## src/rtl/pipeline_perf_monitor_pkg.sv

```systemverilog
// Shared definitions for the CPU run-control / performance monitor:
// FSM state encoding and default counter sizing.
package pipeline_perf_monitor_pkg;

    typedef enum logic [1:0] {
        S_IDLE = 2'd0,
        S_RUN  = 2'd1,
        S_DONE = 2'd2
    } state_t;

    localparam int DEFAULT_CNT_W     = 32;
    localparam int DEFAULT_CYCLE_MAX = 64;

endpackage

```

## src/rtl/pipeline_perf_monitor_sat_counter.sv

```systemverilog
// Saturating up-counter: increments by one when en_i and inc_i are both high,
// sticks at all-ones, and is zeroed by reset or a synchronous clear.
module sat_counter #(
    parameter int W = 32
) (
    input  logic         clk_i,
    input  logic         rst_i,
    input  logic         clr_i,
    input  logic         en_i,
    input  logic         inc_i,
    output logic [W-1:0] cnt_o
);

    logic full;
    assign full = &cnt_o;

    always_ff @(posedge clk_i) begin
        if (rst_i || clr_i) begin
            cnt_o <= '0;
        end else if (en_i && inc_i && !full) begin
            cnt_o <= cnt_o + W'(1);
        end
    end

endmodule

```

## src/rtl/pipeline_perf_monitor.sv

```systemverilog
// Run-control FSM plus cycle/stall/flush counters for the 5-stage CPU, with an
// atomic snapshot register so observers read a consistent counter set.
module pipeline_perf_monitor
    import pipeline_perf_monitor_pkg::*;
#(
    parameter int CNT_W     = DEFAULT_CNT_W,
    parameter int CYCLE_MAX = DEFAULT_CYCLE_MAX
) (
    input  logic             clk_i,
    input  logic             rst_i,
    input  logic             start_i,
    input  logic             clear_i,
    input  logic             hazard_i,
    input  logic             flush_i,
    input  logic [31:0]      pc_i,
    input  logic             snap_req_i,
    output logic             snap_valid_o,
    output logic [CNT_W-1:0] snap_cycle_o,
    output logic [CNT_W-1:0] snap_stall_o,
    output logic [CNT_W-1:0] snap_flush_o,
    output logic [31:0]      snap_pc_o,
    output logic             running_o,
    output logic             done_o,
    output logic [1:0]       state_o
);

    localparam logic [63:0] LIMIT      = 64'(CYCLE_MAX);
    localparam logic        ZERO_LIMIT = (CYCLE_MAX == 0);

    state_t           state;
    logic             in_run;
    logic             cycle_full;
    logic             limit_hit;
    logic [CNT_W-1:0] cycle_cnt;
    logic [CNT_W-1:0] stall_cnt;
    logic [CNT_W-1:0] flush_cnt;

    assign in_run     = (state == S_RUN);
    assign state_o    = state;
    assign cycle_full = &cycle_cnt;
    // A saturated cycle counter can never reach a limit beyond its range, so
    // the FSM deliberately stays in RUN in that case.
    assign limit_hit  = ZERO_LIMIT ||
                        (!cycle_full && ((64'(cycle_cnt) + 64'd1) == LIMIT));

    // With a zero limit the first RUN edge already ends the run, so the
    // cycle counter is never advanced.
    sat_counter #(.W(CNT_W)) u_cycle_cnt (
        .clk_i (clk_i),
        .rst_i (rst_i),
        .clr_i (clear_i),
        .en_i  (in_run && !ZERO_LIMIT),
        .inc_i (1'b1),
        .cnt_o (cycle_cnt)
    );

    sat_counter #(.W(CNT_W)) u_stall_cnt (
        .clk_i (clk_i),
        .rst_i (rst_i),
        .clr_i (clear_i),
        .en_i  (in_run),
        .inc_i (hazard_i),
        .cnt_o (stall_cnt)
    );

    sat_counter #(.W(CNT_W)) u_flush_cnt (
        .clk_i (clk_i),
        .rst_i (rst_i),
        .clr_i (clear_i),
        .en_i  (in_run),
        .inc_i (flush_i),
        .cnt_o (flush_cnt)
    );

    always_ff @(posedge clk_i) begin
        if (rst_i || clear_i) begin
            state     <= S_IDLE;
            running_o <= 1'b0;
            done_o    <= 1'b0;
        end else begin
            case (state)
                S_IDLE: begin
                    if (start_i) begin
                        state     <= S_RUN;
                        running_o <= 1'b1;
                    end
                end
                S_RUN: begin
                    if (limit_hit) begin
                        state     <= S_DONE;
                        running_o <= 1'b0;
                        done_o    <= 1'b1;
                    end
                end
                S_DONE: begin
                    state <= S_DONE;
                end
                default: begin
                    state     <= S_IDLE;
                    running_o <= 1'b0;
                    done_o    <= 1'b0;
                end
            endcase
        end
    end

    // snap_req_i has no ready: every request is taken, and snap_valid_o pulses
    // the following cycle with the counters as they stood before the request edge.
    always_ff @(posedge clk_i) begin
        if (rst_i) begin
            snap_valid_o <= 1'b0;
            snap_cycle_o <= '0;
            snap_stall_o <= '0;
            snap_flush_o <= '0;
            snap_pc_o    <= '0;
        end else begin
            snap_valid_o <= snap_req_i;
            if (snap_req_i) begin
                snap_cycle_o <= cycle_cnt;
                snap_stall_o <= stall_cnt;
                snap_flush_o <= flush_cnt;
                snap_pc_o    <= pc_i;
            end
        end
    end

endmodule

```

## config.mk

```make
export PLATFORM = sky130hd
export DESIGN_NAME = pipeline_perf_monitor
export DESIGN_NICKNAME = d
export VERILOG_FILES = /design/src/rtl/pipeline_perf_monitor_pkg.sv /design/src/rtl/pipeline_perf_monitor_sat_counter.sv /design/src/rtl/pipeline_perf_monitor.sv
export SDC_FILE = /design/constraint.sdc
export NUM_CORES = 1
export LEC_CHECK = 0
export CORE_UTILIZATION = 37
export DETAILED_ROUTE_END_ITERATION = 7
export SLEW_MARGIN = 10
export SYNTH_ARGS = -nofsm -noshare
export SYNTH_HDL_FRONTEND = slang
export SYNTH_HIERARCHICAL = 1
export SYNTH_SLANG_ARGS = --single-unit
```

## constraint.sdc

```tcl
create_clock -name clk_i -period 3.42 [get_ports clk_i]
set_clock_uncertainty 0.05 [all_clocks]
set_input_delay 0.684 -clock clk_i [delete_from_list [all_inputs] [get_ports clk_i]]
set_output_delay 0.684 -clock clk_i [all_outputs]
set_load 0.005 [all_outputs]
```

=== Word level (Yosys, flattened, before mapping) ===
Cells that the tools add are included.
W data, S select, Z words.

* $add $sub $neg: 4
* Equality and inequality tests: 5
* Mux-type cells: 8
* Bitwise operators: 2
* Reductions and logical operators: 18

{| class="wikitable"
|+ Operators by type and width
! operator !! count
|-
| $add A32 B1 Y32 const B || 3
|-
| $reduce_and A32 Y1 || 3
|-
| $add A32 B1 Y33 const B || 1
|-
| $eq A33 B7 Y1 const B || 1
|-
| $logic_and A1 B1 Y1 || 6
|-
| $pmux W2 S3 || 1
|-
| $mux W2 || 2
|-
| $ne A2 B2 Y1 const B || 2
|-
| $reduce_and A2 Y1 || 2
|-
| $logic_not A1 Y1 || 3
|-
| $mux W1 || 3
|-
| $pmux W1 S3 || 1
|-
| $reduce_and A3 Y1 || 1
|-
| $eq A2 B1 Y1 const B || 1
|-
| $eq A2 B2 Y1 const B || 1
|-
| $logic_not A2 Y1 || 1
|-
| $not A1 Y1 || 2
|-
| $pmux W1 S2 || 1
|-
| $reduce_or A2 Y1 || 1
|-
| $logic_or A1 B1 Y1 || 1
|}

* Register bits after elaboration: 229
* Bits of input ports: 39
* Output and inout port bits: 133
* Logic and storage cells: 48

=== Logic depth before layout (Yosys ltp) ===
* Depth after elaboration: 5
* Gate-level depth with buffers: 8
* Mapped depth without buffers: 7

=== By module ===
The synthesis kept the hierarchy.

{| class="wikitable"
|+ By module, submodules not included
! module !! times used !! cells each !! area an instance (sq um) !! sequential area each (sq um)
|-
| pipeline_perf_monitor || 1 || 522 || 5222.5 || 2662.6
|-
| sat_counter || 3 || 191 || 1610.3 || 640.6
|}

=== Least setup slack after synthesis ===
OpenSTA, ideal clock, no wires.

* Path kind: reg-to-reg
* Start: register u_cycle_cnt.cnt_o[10]
* End: register running_o
* Library setup time: 79 ps
* Arrival time: 2398 ps
* Data required time: 3291 ps
* Setup slack: 892 ps
* Stages on the path, launching flop included: 8
* Buffers on the path: 0
* Period minus slack after synthesis: 2528 ps
* Path through: dfxtp_1 > nand4_2 > or4_4 > nor4_2 > a21bo_1 > a22o_1 > o41a_1 > a211oi_2

* Cells in the longest elaborated chain, start to end: 5
* Elaborated cells on any way between the ends: 7
* Classes of those cells: add/sub: 1; eq/ne: 2; reduce/logical: 4

{| class="wikitable"
|+ RTL lines
! element !! RTL line !! RTL
|-
| start, declared || pipeline_perf_monitor_sat_counter.sv:11 || <nowiki>output logic [W-1:0] cnt_o</nowiki>
|-
| start signal, assigned || pipeline_perf_monitor_sat_counter.sv:21 || <nowiki>cnt_o <= cnt_o + W'(1);</nowiki>
|-
| $add A32 B1 Y33 / $reduce_and A32 Y1 (equally long branches) || pipeline_perf_monitor.sv:44, pipeline_perf_monitor.sv:40 ||
|-
| $eq A33 B7 Y1 / $logic_not A1 Y1 (equally long branches) || pipeline_perf_monitor.sv:44 || <nowiki>(!cycle_full && ((64'(cycle_cnt) + 64'd1) == LIMIT));</nowiki>
|-
| $logic_and A1 B1 Y1 (*) || pipeline_perf_monitor.sv:44 ||
|-
| $ne A2 B2 Y1 (no line) (*) || n/a ||
|-
| $reduce_and A3 Y1 (no line) (*) || n/a ||
|-
| end signal, assigned || pipeline_perf_monitor.sv:78 || <nowiki>running_o <= 1'b0;</nowiki>
|-
| end signal, assigned || pipeline_perf_monitor.sv:85 || <nowiki>running_o <= 1'b1;</nowiki>
|-
| end signal, assigned || pipeline_perf_monitor.sv:91 || <nowiki>running_o <= 1'b0;</nowiki>
|-
| end, declared || pipeline_perf_monitor.sv:22 || <nowiki>output logic running_o,</nowiki>
|}

Mark *: on every way between the ends. The rest lies on a longest branch, timed or not.
A chain may end at the register's enable or synchronous reset.

=== Worst setup path after layout ===
Ends and elaborated chain as after synthesis.

==> key figures <==
Outcome
  – Status: finished clean

Yosys
  – Syn_area_per_cell: 9.18 um^2
  – #FFs+latches synth: 229
  – Post-synthesis sequential area ratio: 0.456
  – Post-synthesis cell count: 1095
  – Synthesized area: 0.0101 mm^2
  – Number of distinct library cells after synthesis: 56
  – Async S/R FF share, synth: 0
  – Primary FF master, synth: dfxtp_1
  – Ys Warns: 6
  – Post-synth EDFFs: 0

Placed design
  – Placed Instances: 1564
  – Cell Area, Placed: 0.0121 mm^2
  – Routability cong.: 0.886
  – Setup Slack @ Placement: 565 ps
  – IO buf count: 171
  – Post-DP HPWL: 17100 um

Global route
  – Number of global-route vias before repair: 8000
  – First-pass GRT wire length: 41100 um
  – Pin count of the biggest net entering global routing: 56
  – GRT Util Overall: 0.176
  – GRT Residual Overflow: 0
  – Initial antenna violation count: 0

STA
  – Final Setup Violations: 0
  – Max-slew headroom: 0.455
  – Least-Margin Pin Slew: 813 ps
  – Unrepaired setup endpoints after global routing: false
  – Slew Limit Fails: 0
  – Fin. Hold Viols: 0
  – Worst setup margin: 579 ps
  – Hold slack: 420 ps
  – Tmin final: 2840 ps
  – Fmax: 352 MHz
  – Sum of negative setup slack: 0 ps
  – Crit share post-route: 0.831

Clocking
  – Post-cts resize count: 0
  – Clock Pin Slew Worst Setup and Hold Paths: 60 ps
  – Root Buffer: clkbuf_16
  – # hold bufs at CTS: 0
  – Htree depth: 1
  – Clock Sinks: 229
  – TritonCTS clock tree: built
  – Clk Latency, worst-skew pair: 520 ps
  – Total CTS buffers: 26
  – Max Root-Sink Buffers: 3
  – Setup Buffers After CTS: 0

Floorplan
  – Die height: 167 um
  – Io pins: 172
  – Die area: 0.0278 mm^2
  – Total core area: 0.0264 mm^2
  – Row count: 59
  – Initial Utilization: 0.381
  – Die W: 167 um

Hold path
  – Hold/Removal Path Class: reg -> reg

Detailed routing
  – Via count: 8500
  – Drt first pass iters: 4
  – Initial DRC count: 514
  – Final Routed Wirelength: 25000 um
  – DRC viols: 0
  – Number of vias per cell: 5.28
  – WL per Instance: 15.5 um
  – Post-DRT Antenna Nets: 0

Critical path
  – WP data arrival: 3230 ps
  – Crit Path Category: reg -> reg
  – Slowest cell on the critical path: or4_4
  – Max FO, Critical Path: 9
  – Critical Path Sink Type: flip-flop
  – Worst Path Buf+Inv: 0
  – CP Cell Sequence: nand4_2 -> or4_4 -> nor4_1 -> nand3_1 -> a22o_1 -> o41a_1 -> a211oi_2
  – Crit path launch type: flip-flop
  – Worst endpoint required time: 3810 ps
  – Delay-heaviest family, CP: simple AND/OR/NAND/NOR gates
  – Slowest cell delay on critical path: 610 ps

Finish
  – Area grow syn2layout: 28.3%
  – Share of layout cells above drive strength 1: 0.0604
  – Final nets: 1302
  – Fin cells: 1609
  – Post-route cell area: 0.0129 mm^2
  – Core Util, Final: 0.489
  – # diodes: 0

Pwr
  – Total power: 5.73 mW
  – Leakage: 4.70 nW
  – Power per standard cell area: 444 mW/mm^2
  – Peak supply drop: 0.268 mV

Run
  – Max-Cap Viols: 0
[logic make-up after synthesis]
group | Yosys count | synth area share
multiplexers | 132 | 0.131
flip-flops | 229 | 0.456
XOR/XNOR | 28 | 0.0244
buffers and inverters | 64 | 0.0269
AO/OA/AOI/OAI | 165 | 0.105
AND/OR/NAND/NOR | 470 | 0.249
adder cells (fa/ha/maj) | 6 | 0.00747
other | 1 | 0.000373
[registers in the layout, indices dropped and copies added, names as in the netlist, 2 cells and up]
name / cells
snap_pc_o: 32
u_cycle_cnt/cnt_o: 32
u_stall_cnt/cnt_o: 32
snap_stall_o: 32
snap_flush_o: 32
u_flush_cnt/cnt_o: 32
snap_cycle_o: 32
state_o: 2
[power breakdown]
part | switching, mW | internal, mW | total, mW
clock network | 1.07 | 1.65 | 2.72
logic | 0.147 | 0.148 | 0.295
registers | 0.0137 | 2.69 | 2.71
[metal layers]
metal | vias up | GRT usage | share of wire
li1 | 4294 | - | -
met1 | 4010 | 0.237 | 0.48
met2 | 168 | 0.290 | 0.46
met3 | 28 | 0.0276 | 0.042
met4 | 0 | 0.0475 | 0.016
met5 | - | 0 | 0
[placed cells by master (no fill, tap or decap), types with 27 or more instances in the layout]
cell type	Yosys	final
or3_1	51	51
clkdlybuf4s50_1	0	169
mux2i_1	132	132
nand3_1	53	53
xnor2_1	27	27
a21oi_1	64	64
nor2_1	173	173
nand4_1	27	27
nand2_1	58	58
dfxtp_1	229	229
clkbuf_16	0	27
[synthesized netlist by cell type, drive strengths merged, types with 12 or more instances]
library cell  instances  area share
a21oi                64       0.032
and2                 12      0.0075
and4                 20       0.017
buf                  20       0.010
clkbuf               29       0.011
dfxtp               229        0.46
inv                  15      0.0056
mux2i               132        0.13
nand2                58       0.022
nand3                53       0.026
nand4                31       0.022
nor2                173       0.065
nor4                 29       0.022
o21ai                42       0.021
o31ai                14       0.015
or3                  51       0.032
or4                  17       0.014
xnor2                27       0.024
[worst paths after layout]
check | startpoint | end | slack (ps) | cells past startpoint
max | u_cycle_cnt/cnt_o[10]$_SDFFE_PP0P_ | running_o$_SDFFE_PP0P_ | 580 | 7
min | running_o$_SDFFE_PP0P_ | running_o$_SDFFE_PP0P_ | 420 | 2
max reg2reg | u_cycle_cnt/cnt_o[10]$_SDFFE_PP0P_ | running_o$_SDFFE_PP0P_ | 580 | 7
min reg2reg | running_o$_SDFFE_PP0P_ | running_o$_SDFFE_PP0P_ | 420 | 2
[worst register-to-register path, stage by stage (launching register included)]
cell      delay, ps
dfxtp_1         500
nand4_2         200
or4_4           610
nor4_1          370
nand3_1         140
a22o_1          320
o41a_1          360
a211oi_2        210
[final cells by class]
class / count / area, um^2
repair buffers: 182 / 1810
fillers: 2461 / 13500
flip-flops and latches: 229 / 4580
multi-input cells: 803 / 5200
clock inverters: 6 / 80.1
well taps: 335 / 419
inverters: 15 / 56.3
clock buffers: 39 / 751
(Power assumes the default switching activity.)
